[src/rtl/game_pkg.sv]
// Shared types and constants for the game countdown timer.
// Used by game_countdown_timer and game_bcd_down_counter.
package game_pkg;

  typedef enum logic [1:0] {
    StIdle    = 2'd0,
    StRun     = 2'd1,
    StPaused  = 2'd2,
    StExpired = 2'd3
  } game_state_e;

  localparam int unsigned BCD_W          = 4;
  localparam int unsigned MAX_SECONDS    = 99;
  localparam int unsigned WARN_THRESHOLD = 10;

  // Binary seconds to packed {tens, ones}; values above MAX_SECONDS clamp.
  function automatic logic [2*BCD_W-1:0] bin_to_bcd(input logic [6:0] bin);
    logic [6:0] clamped;
    clamped = (bin > 7'(MAX_SECONDS)) ? 7'(MAX_SECONDS) : bin;
    return {BCD_W'(clamped / 7'd10), BCD_W'(clamped % 7'd10)};
  endfunction

  function automatic logic at_or_below_warn(input logic [BCD_W-1:0] tens,
                                            input logic [BCD_W-1:0] ones);
    logic [7:0] value;
    value = 8'(tens) * 8'd10 + 8'(ones);
    return value <= 8'(WARN_THRESHOLD);
  endfunction

endpackage

[src/rtl/game_bcd_down_counter.sv]
// Two-digit BCD seconds register with load, saturating decrement and a zero flag.
module game_bcd_down_counter
  import game_pkg::*;
#(
  parameter logic [2*BCD_W-1:0] ResetValue = 8'h60
) (
  input  logic             clk_i,
  input  logic             rst_i,
  input  logic             load_i,
  input  logic [BCD_W-1:0] load_tens_i,
  input  logic [BCD_W-1:0] load_ones_i,
  input  logic             dec_i,
  output logic [BCD_W-1:0] tens_o,
  output logic [BCD_W-1:0] ones_o,
  output logic             zero_o
);

  logic [BCD_W-1:0] tens_q, tens_d;
  logic [BCD_W-1:0] ones_q, ones_d;

  assign zero_o = (tens_q == '0) && (ones_q == '0);

  always_comb begin
    tens_d = tens_q;
    ones_d = ones_q;
    if (load_i) begin
      tens_d = load_tens_i;
      ones_d = load_ones_i;
    end else if (dec_i && !zero_o) begin
      if (ones_q == '0) begin
        ones_d = BCD_W'(9);
        tens_d = tens_q - BCD_W'(1);
      end else begin
        ones_d = ones_q - BCD_W'(1);
      end
    end
  end

  always_ff @(posedge clk_i or posedge rst_i) begin
    if (rst_i) begin
      tens_q <= ResetValue[2*BCD_W-1:BCD_W];
      ones_q <= ResetValue[BCD_W-1:0];
    end else begin
      tens_q <= tens_d;
      ones_q <= ones_d;
    end
  end

  assign tens_o = tens_q;
  assign ones_o = ones_q;

endmodule

[src/rtl/game_countdown_timer.sv]
// Round countdown: edge-detects Clock_division, prescales to seconds, counts down in BCD.
// Optional GAME_TIMER_WARN_EN drives Warning for the last WARN_THRESHOLD seconds.
module game_countdown_timer
  import game_pkg::*;
#(
  parameter int unsigned START_SECONDS = 60,
  parameter int unsigned TICKS_PER_SEC = 1
) (
  input  logic       Clock,
  input  logic       Reset,
  input  logic       Clock_division,
  input  logic       Start,
  input  logic       Pause,
  input  logic       Load,
  input  logic [6:0] Load_value,
  output logic [3:0] Tens,
  output logic [3:0] Ones,
  output logic       Running,
  output logic       Time_up,
  output logic       Expired,
  output logic       Warning
);

  localparam logic [2*BCD_W-1:0] StartBcd  = bin_to_bcd(7'(START_SECONDS));
  localparam logic [7:0]         PrescLast = 8'(TICKS_PER_SEC - 1);

  game_state_e state_q, state_d;
  logic [7:0]  presc_q, presc_d;
  logic        cdiv_q;
  logic        time_up_q, time_up_d;
  logic        running_q;
  logic        expired_q;

  logic               tick;
  logic               cnt_load;
  logic [2*BCD_W-1:0] cnt_load_val;
  logic               cnt_dec;
  logic               cnt_zero;
  logic [BCD_W-1:0]   tens;
  logic [BCD_W-1:0]   ones;
  logic               one_left;

  assign tick     = Clock_division & ~cdiv_q;
  assign one_left = (tens == '0) && (ones == BCD_W'(1));

  game_bcd_down_counter #(
    .ResetValue (StartBcd)
  ) u_counter (
    .clk_i       (Clock),
    .rst_i       (Reset),
    .load_i      (cnt_load),
    .load_tens_i (cnt_load_val[2*BCD_W-1:BCD_W]),
    .load_ones_i (cnt_load_val[BCD_W-1:0]),
    .dec_i       (cnt_dec),
    .tens_o      (tens),
    .ones_o      (ones),
    .zero_o      (cnt_zero)
  );

  // Priority: Load, Pause, Start, tick. Each branch excludes the lower ones.
  always_comb begin
    state_d      = state_q;
    presc_d      = presc_q;
    cnt_load     = 1'b0;
    cnt_load_val = StartBcd;
    cnt_dec      = 1'b0;
    time_up_d    = 1'b0;
    if (Load) begin
      cnt_load     = 1'b1;
      cnt_load_val = bin_to_bcd(Load_value);
      presc_d      = '0;
      state_d      = StIdle;
    end else if (Pause) begin
      if (state_q == StRun) begin
        state_d = StPaused;
      end
    end else if (Start && (state_q != StRun)) begin
      case (state_q)
        StIdle: begin
          if (!cnt_zero) begin
            state_d = StRun;
            presc_d = '0;
          end
        end
        StPaused: state_d = StRun;
        StExpired: begin
          cnt_load = 1'b1;
          presc_d  = '0;
          state_d  = StRun;
        end
        default: ;
      endcase
    end else if ((state_q == StRun) && tick) begin
      if (presc_q == PrescLast) begin
        presc_d = '0;
        cnt_dec = 1'b1;
        if (one_left) begin
          time_up_d = 1'b1;
          state_d   = StExpired;
        end
      end else begin
        presc_d = presc_q + 8'd1;
      end
    end
  end

  always_ff @(posedge Clock or posedge Reset) begin
    if (Reset) begin
      state_q   <= StIdle;
      presc_q   <= '0;
      cdiv_q    <= 1'b0;
      time_up_q <= 1'b0;
      running_q <= 1'b0;
      expired_q <= 1'b0;
    end else begin
      state_q   <= state_d;
      presc_q   <= presc_d;
      cdiv_q    <= Clock_division;
      time_up_q <= time_up_d;
      running_q <= (state_d == StRun);
      expired_q <= (state_d == StExpired);
    end
  end

  assign Tens    = tens;
  assign Ones    = ones;
  assign Running = running_q;
  assign Time_up = time_up_q;
  assign Expired = expired_q;

`ifdef GAME_TIMER_WARN_EN
  // Decoded from registered state and digits only, so it moves with the digits.
  assign Warning = ((state_q == StRun) || (state_q == StPaused)) && at_or_below_warn(tens, ones);
`else
  assign Warning = 1'b0;
`endif

endmodule
[config.mk]
export PLATFORM = sky130hd
export DESIGN_NAME = game_countdown_timer
export DESIGN_NICKNAME = d
export VERILOG_FILES = /design/src/rtl/game_pkg.sv /design/src/rtl/game_bcd_down_counter.sv /design/src/rtl/game_countdown_timer.sv
export SDC_FILE = /design/constraint.sdc
export NUM_CORES = 1
export LEC_CHECK = 0
export CAP_MARGIN = 20
export CORE_ASPECT_RATIO = 1.25
export CORE_UTILIZATION = 50
export DETAILED_ROUTE_END_ITERATION = 8
export PLACE_DENSITY = 0.85
export SLEW_MARGIN = 20
export SYNTH_ARGS = -nofsm -noshare
export SYNTH_HDL_FRONTEND = slang
export SYNTH_SLANG_ARGS = --single-unit
[constraint.sdc]
create_clock -name Clock -period 2.2 [get_ports Clock]
set_input_delay 0.66 -clock Clock [delete_from_list [all_inputs] [get_ports Clock]]
set_output_delay 0.66 -clock Clock [all_outputs]
set_load 0.05 [all_outputs]
# Yosys cells after proc, flatten, opt, wreduce, memory -nomap -nowiden
# Cells that the tools add are included.
# op_classes
add_sub_neg,3
div_mod_pow,2
order_cmp,1
n_eq_ne,10
mux,39
bitwise_logic,2
reduce_logical,16
# op_table
operator,count
$mux W8,7
$mux W4,6
$mux W2,8
$pmux W8 S2,1
$mux W1,15
$add A8 B1 Y8 const B,1
$logic_not A4 Y1,2
$logic_not A8 Y1,1
$sub A4 B1 Y4 const B,2
$div A7 B4 Y7 const B,1
$gt A7 B7 Y1 const B,1
$mod A7 B4 Y7 const B,1
$mux W7,1
$eq A2 B2 Y1 const B,3
$logic_and A1 B1 Y1,5
$eq A2 B1 Y1 const B,2
$eq A4 B1 Y1 const B,1
$ne A2 B1 Y1 const B,2
$ne A4 B2 Y1 const B,1
$ne A4 B4 Y1 const B,1
$pmux W2 S2,1
$reduce_and A4 Y1,1
$reduce_bool A2 Y1,2
$reduce_bool A3 Y1,1
other kinds (6),6
# totals
register_bits,22
output_inout_bits,12
elab_cells,81

# Longest topological paths before layout
# Gate-level depths: netlist (run 1).
# depth
depth_word,10
mapped_depth,16
mapped_depth_nobuf,15

# By module
# From an unflattened synthesis (run 1), not the netlist that was laid out.
# hier_totals
cells_unflattened,240
area_unflattened_um2,1938.1
# modules_own_cells
mod,n_inst,cells_per_inst,area_each_um2
game_countdown_timer,1,181,1398.8
game_bcd_down_counter,1,59,539.3

# Worst setup path after synthesis (run 1)
# OpenSTA, ideal clock, no wires.
# synth_path
path_type,input -> register
start,input port Load_value[5]
end,register u_counter.ones_q[3] (netlist: u_counter.ones_o[3])
setup_time_ns,0.067
arrival_time_ns,3.876
path_slack_ns,-1.743
path_stages,14
path_cell_list,clkbuf_1 -> nand2_1 -> and2_2 -> ha_1 -> nand4b_1 -> o21ai_0 -> ha_1 -> o21ba_1 -> a211oi_2 -> nor3_1 -> or4b_1 -> or4b_4 -> a2111oi_4 -> a311o_1
# synth_via
elab_chain_len,5
# synth_rtl
item,line_no,text
start: declaration,game_countdown_timer.sv:15,"input logic [6:0] Load_value,"
$gt A7 B7 Y1,game_pkg.sv:19,clamped = (bin > 7'(MAX_SECONDS)) ? 7'(MAX_SECONDS) : bin;
$mux W7 (*),game_pkg.sv:19,
$mod A7 B4 Y7 (*),game_pkg.sv:20,"return {BCD_W'(clamped / 7'd10), BCD_W'(clamped % 7'd10)};"
$mux W8 (*),game_countdown_timer.sv:68,if (Load) begin
$mux W4 (*),game_bcd_down_counter.sv:26,if (load_i) begin
end signal: assignment,game_bcd_down_counter.sv:42,ones_q <= ResetValue[BCD_W-1:0];
end signal: assignment,game_bcd_down_counter.sv:45,ones_q <= ones_d;
end: declaration,game_bcd_down_counter.sv:19,"logic [BCD_W-1:0] ones_q, ones_d;"
# Mark *: on every way between the ends. The rest lies on a longest branch, timed or not.
# A chain may end at the register's enable or synchronous reset.

# Final worst setup path (run 1)
# layout_path
start,input port Load_value[6]
end,register u_counter.ones_q[2] (netlist: u_counter.ones_o[2])
# Same word-level chain as after synthesis.

==> results of run 1 <==
## worst min-delay path: stages, from the launching register on
cell and delay (ns):
dfstp_2 0.40, o21ai_1 0.07, o21ai_1 0.06
## power breakdown
group | switching, mW | internal, mW
registers | 0.0513 | 0.443
clock network | 0.146 | 0.243
logic | 0.401 | 0.327
## synthesized netlist by cell type (2+ instances only)
cell type and n:
o32a_1 2, a32oi_1 2, a311o_1 2, clkbuf_1 5
and3_1 5, mux2i_1 2, dfrtp_1 20, nand2_1 18
nand3_1 8, o2111ai_1 2, nor2b_1 4, dfstp_2 2
or2_2 4, a21oi_1 9, xnor2_1 3, a31oi_1 2
and2_1 3, or3_1 2, a211oi_1 4, nor3_1 8
inv_1 16, ha_1 11, a21o_1 2, o21ai_0 20
nor2_1 16, o211ai_1 2, o21a_1 2, nand2b_1 6
or4b_1 2, o31ai_1 3, nand4b_1 2
## final cells by class
| type | instances | area, sq um |
|---|---|---|
| Clock buffer | 3 | 41.3 |
| Multi-Input combinational cell | 172 | 1380 |
| Fill cell | 178 | 529 |
| Tap cell | 39 | 48.8 |
| Inverter | 16 | 60.1 |
| Timing Repair Buffer | 103 | 842 |
| Sequential cell | 22 | 553 |
| Clock inverter | 1 | 30.0 |
## worst max path at each step
stage / from / end / slack [ns] / cells past startpoint
after global routing: Load_value[4] / u_counter.ones_o[3] / -1.26 / 14
after global placement: Load_value[5] / u_counter.ones_o[3] / -1.70 / 14
after CTS: Load_value[5] / u_counter.ones_o[3] / -1.20 / 14
after floorplan: Load_value[5] / u_counter.ones_o[3] / -1.30 / 14
after detailed placement: Load_value[5] / u_counter.ones_o[3] / -1.81 / 14
final: Load_value[6] / u_counter.ones_o[2] / -1.17 / 18
## per-stage QoR
stage | std cells | power, mW | hold WS (ns)
floorplan | 217 | 0.858 | 0.472
global placement | 333 | 1.09 | 0.512
detailed placement | 333 | 1.11 | 0.529
CTS | 345 | 1.52 | 0.533
global route | 356 | 1.68 | 0.561
finish | 356 | 1.61 | 0.539
## registers in the layout, indices dropped and copies added (netlist names)
register          flops
u_counter.ones_o      4
state_q               2
Running               1
u_counter.tens_o      4
presc_q               8
Expired               1
Time_up               1
cdiv_q                1
## cell families (layout without fill, tap and decap cells)
kind of cell,Yosys count,after routing
other cells,1,1
fa+ha+maj,11,11
buf+inv,23,123
mux,3,3
simple gates,90,90
compound gates,64,64
flops,22,22
xor+xnor,3,3
## placed cells by master (no fill, tap or decap), types with 5 or more instances in the layout
cell type,count
buf_4,80
dfrtp_1,20
o21ai_0,16
nor2_1,16
nand2_1,16
inv_1,15
clkdlybuf4s50_1,13
nand3_1,8
ha_1,8
nor3_1,7
buf_6,7
nand2b_1,6
a21oi_1,6
and3_1,5
## routing by layer
metal  vias up  track usage [%]
met2        89             54.2
met1      1033             36.3
met3        26             4.85
met5         -                0
li1        998                -
met4         0             12.5
## timing repair
action,CTS,global route
resized for setup,26,28
setup endpoints to repair,11,13
setup buffers,8,11
gates cloned,0,0
pin swaps,15,22
==> flow_summary_export.csv, run 1 <==
group,metric,value,unit
floorplan,rows,24,
synthesis,synth_edf_count,0,
synthesis,synth.top_cell.area_share,27.6,%
critical_path,cp_slowest_cell,"a311o_1",
floorplan,core,3480,sq um
layout,syn2layout_area_growth,63.1,%
power_and_ir_drop,peakVddDrop,0.000746,V
layout,fin_util,84.8,%
critical_path,path_max_fanout,5,
synthesis,synth_simple_gate_area_share,27.6,%
run_status,status,"complete, but fails checks",
synthesis,synth_flop_cell,"dfrtp_1",
timing,finalHoldViolCount,0,
global_route,grt.total_usage,30.5,%
global_route,grt_overflow,0,
critical_path,reg2reg_depth,9,
critical_path,startpoint_type,"input pin",
placed_design,placed_area,2570,sq um
drt,wl_met1,2420,um
timing,tightest_slew,0.510,ns
timing,period_share,153,%
critical_path,crit_buf_inv,4,
placed_design,portBuffers,23,
critical_path,worstPathArrival,3.52,ns
synthesis,synth-adder-area-share,7.60,%
global_route,grt_max_degree,23,
synthesis,synth.distinct_cells,59,
drt,wl_met2,3300,um
timing,worst_slack,-1.17,ns
clock_tree,cts_tree,"done",
min_path,holdPathEnd,"u_counter.tens_o[2]",
power_and_ir_drop,p_leak,1.36,nW
drt,route.detailed.drc,0,
synthesis,yosysSeqAreaShare,30.5,%
critical_path,worstReg2RegStart,"presc_q[1]",
critical_path,crit_type,"input pin to register",
drt,dr.max_layer_used,"met4",
clock_tree,cts_made_buffers,3,
synthesis,muxShareOfSynthArea,1.73,%
critical_path,reg2reg_to,"u_counter.ones_o[3]",
global_route,antenna_found_initial,0,
clock_tree,clock-root-buffer,"clkbuf_8",
critical_path,required,2.35,ns
layout,drive_gt1_share,42.9,%
placed_design,preCtsSetupSlack,-1.81,ns
synthesis,avgSynthCellArea,8.35,sq um
layout,diodes,0,
timing,tns,-6.09,ns
drt,wl_met3,308,um
min_path,worstHoldStart,"u_counter.tens_o[2]",
drt,vias_per_cell,6.03,
global_route,first_global_vias,2159,
drt,drtIter0Drc,110,
clock_tree,ctsHoldBuffers,0,
clock_tree,cts_sinks,22,
clock_tree,cts_buffer_depth,2,
floorplan,die_h,69.3,um
timing,rsz0062_at_grt,"true",
run_status,violations,"setup timing",
drt,drt_wl_total,6230,um
clock_tree,clkLatencyLatePin,0.27,ns
layout,final_area,2950,sq um
timing,clock_skew,0.00770,ns
synthesis,synth_compound_area_share,25.5,%
placed_design,place_congestion,0.910,
placed_design,dp_hpwl,3780,um
power_and_ir_drop,powerDensity,546,nW/um^2
synthesis,async_reset_ff_share,100,%
global_route,grt_pass1_wl,9530,um
critical_path,path_cells,"buf_6 -> nand2_4 -> and2_4 -> ha_4 -> o21a_1 -> o21ai_2 -> ha_4 -> buf_6 -> buf_6 -> or2b_1 -> a21o_1 -> a31oi_2 -> nand2_2 -> a211o_4 -> inv_2 -> ha_4 -> o211ai_1 -> a311o_1",
synthesis,syn-num-nets,241,
flow_run,maxCapViolations,0,
critical_path,crit_family,"compound AO/OA/AOI/OAI gates",
floorplan,die-area,3870,sq um
timing,max_clock_freq,0.297,GHz
timing,final.min_clock_period,3.37,ns
synthesis,synthTopCellsByArea,"dfrtp_1 (28%), ha_1 (7.6%), o21ai_0 (5.5%)",
critical_path,endpoint_kind,"register",
drt,firstDrtPassIters,4,
synthesis,ys_ff_latch,22,
synthesis,syn_area,1810,sq um
min_path,worstHoldPathType,"register to register",
synthesis,synth_warnings,0,
timing,setup_viol,13,
clock_tree,htree_levels,1,
min_path,min_delay_path_depth,2,
floorplan,io_pins,25,
drt,num_vias,2146,
layout,nNetsFinal,342,
synthesis,synth.largest_area_cell,"dfrtp_1",
floorplan,initial_core_util,52.0,%
critical_path,reg2reg_slack,-0.31,ns
timing,slew_violations,0,
critical_path,max_stage_delay,0.39,ns
clock_tree,clk_pin_slew,0.08,ns
synthesis,synthCells,217,
synthesis,synth-xor-area-share,1.45,%
drt,avgRoutedWirePerCell,17.5,um
timing,slew_headroom,65.9,%
drt,ant_nets,0,
synthesis,synth_top_family_by_area,"simple AND/OR/NAND/NOR gates",
floorplan,die-width,55.8,um
No activity file was read; power rests on OpenSTA's default activity.
==> run 2: changes to the inputs <==
Settings changed: HOLD_SLACK_MARGIN set to 0.12.
==> results of run 2 <==
The final DEF is identical to that of run 1; final timing and power are the same.
==> run 3: changes to the inputs <==
Settings changed: CAP_MARGIN 20 to 10.
==> results of run 3 <==
The final DEF is identical to that of run 1; final timing and power are the same.
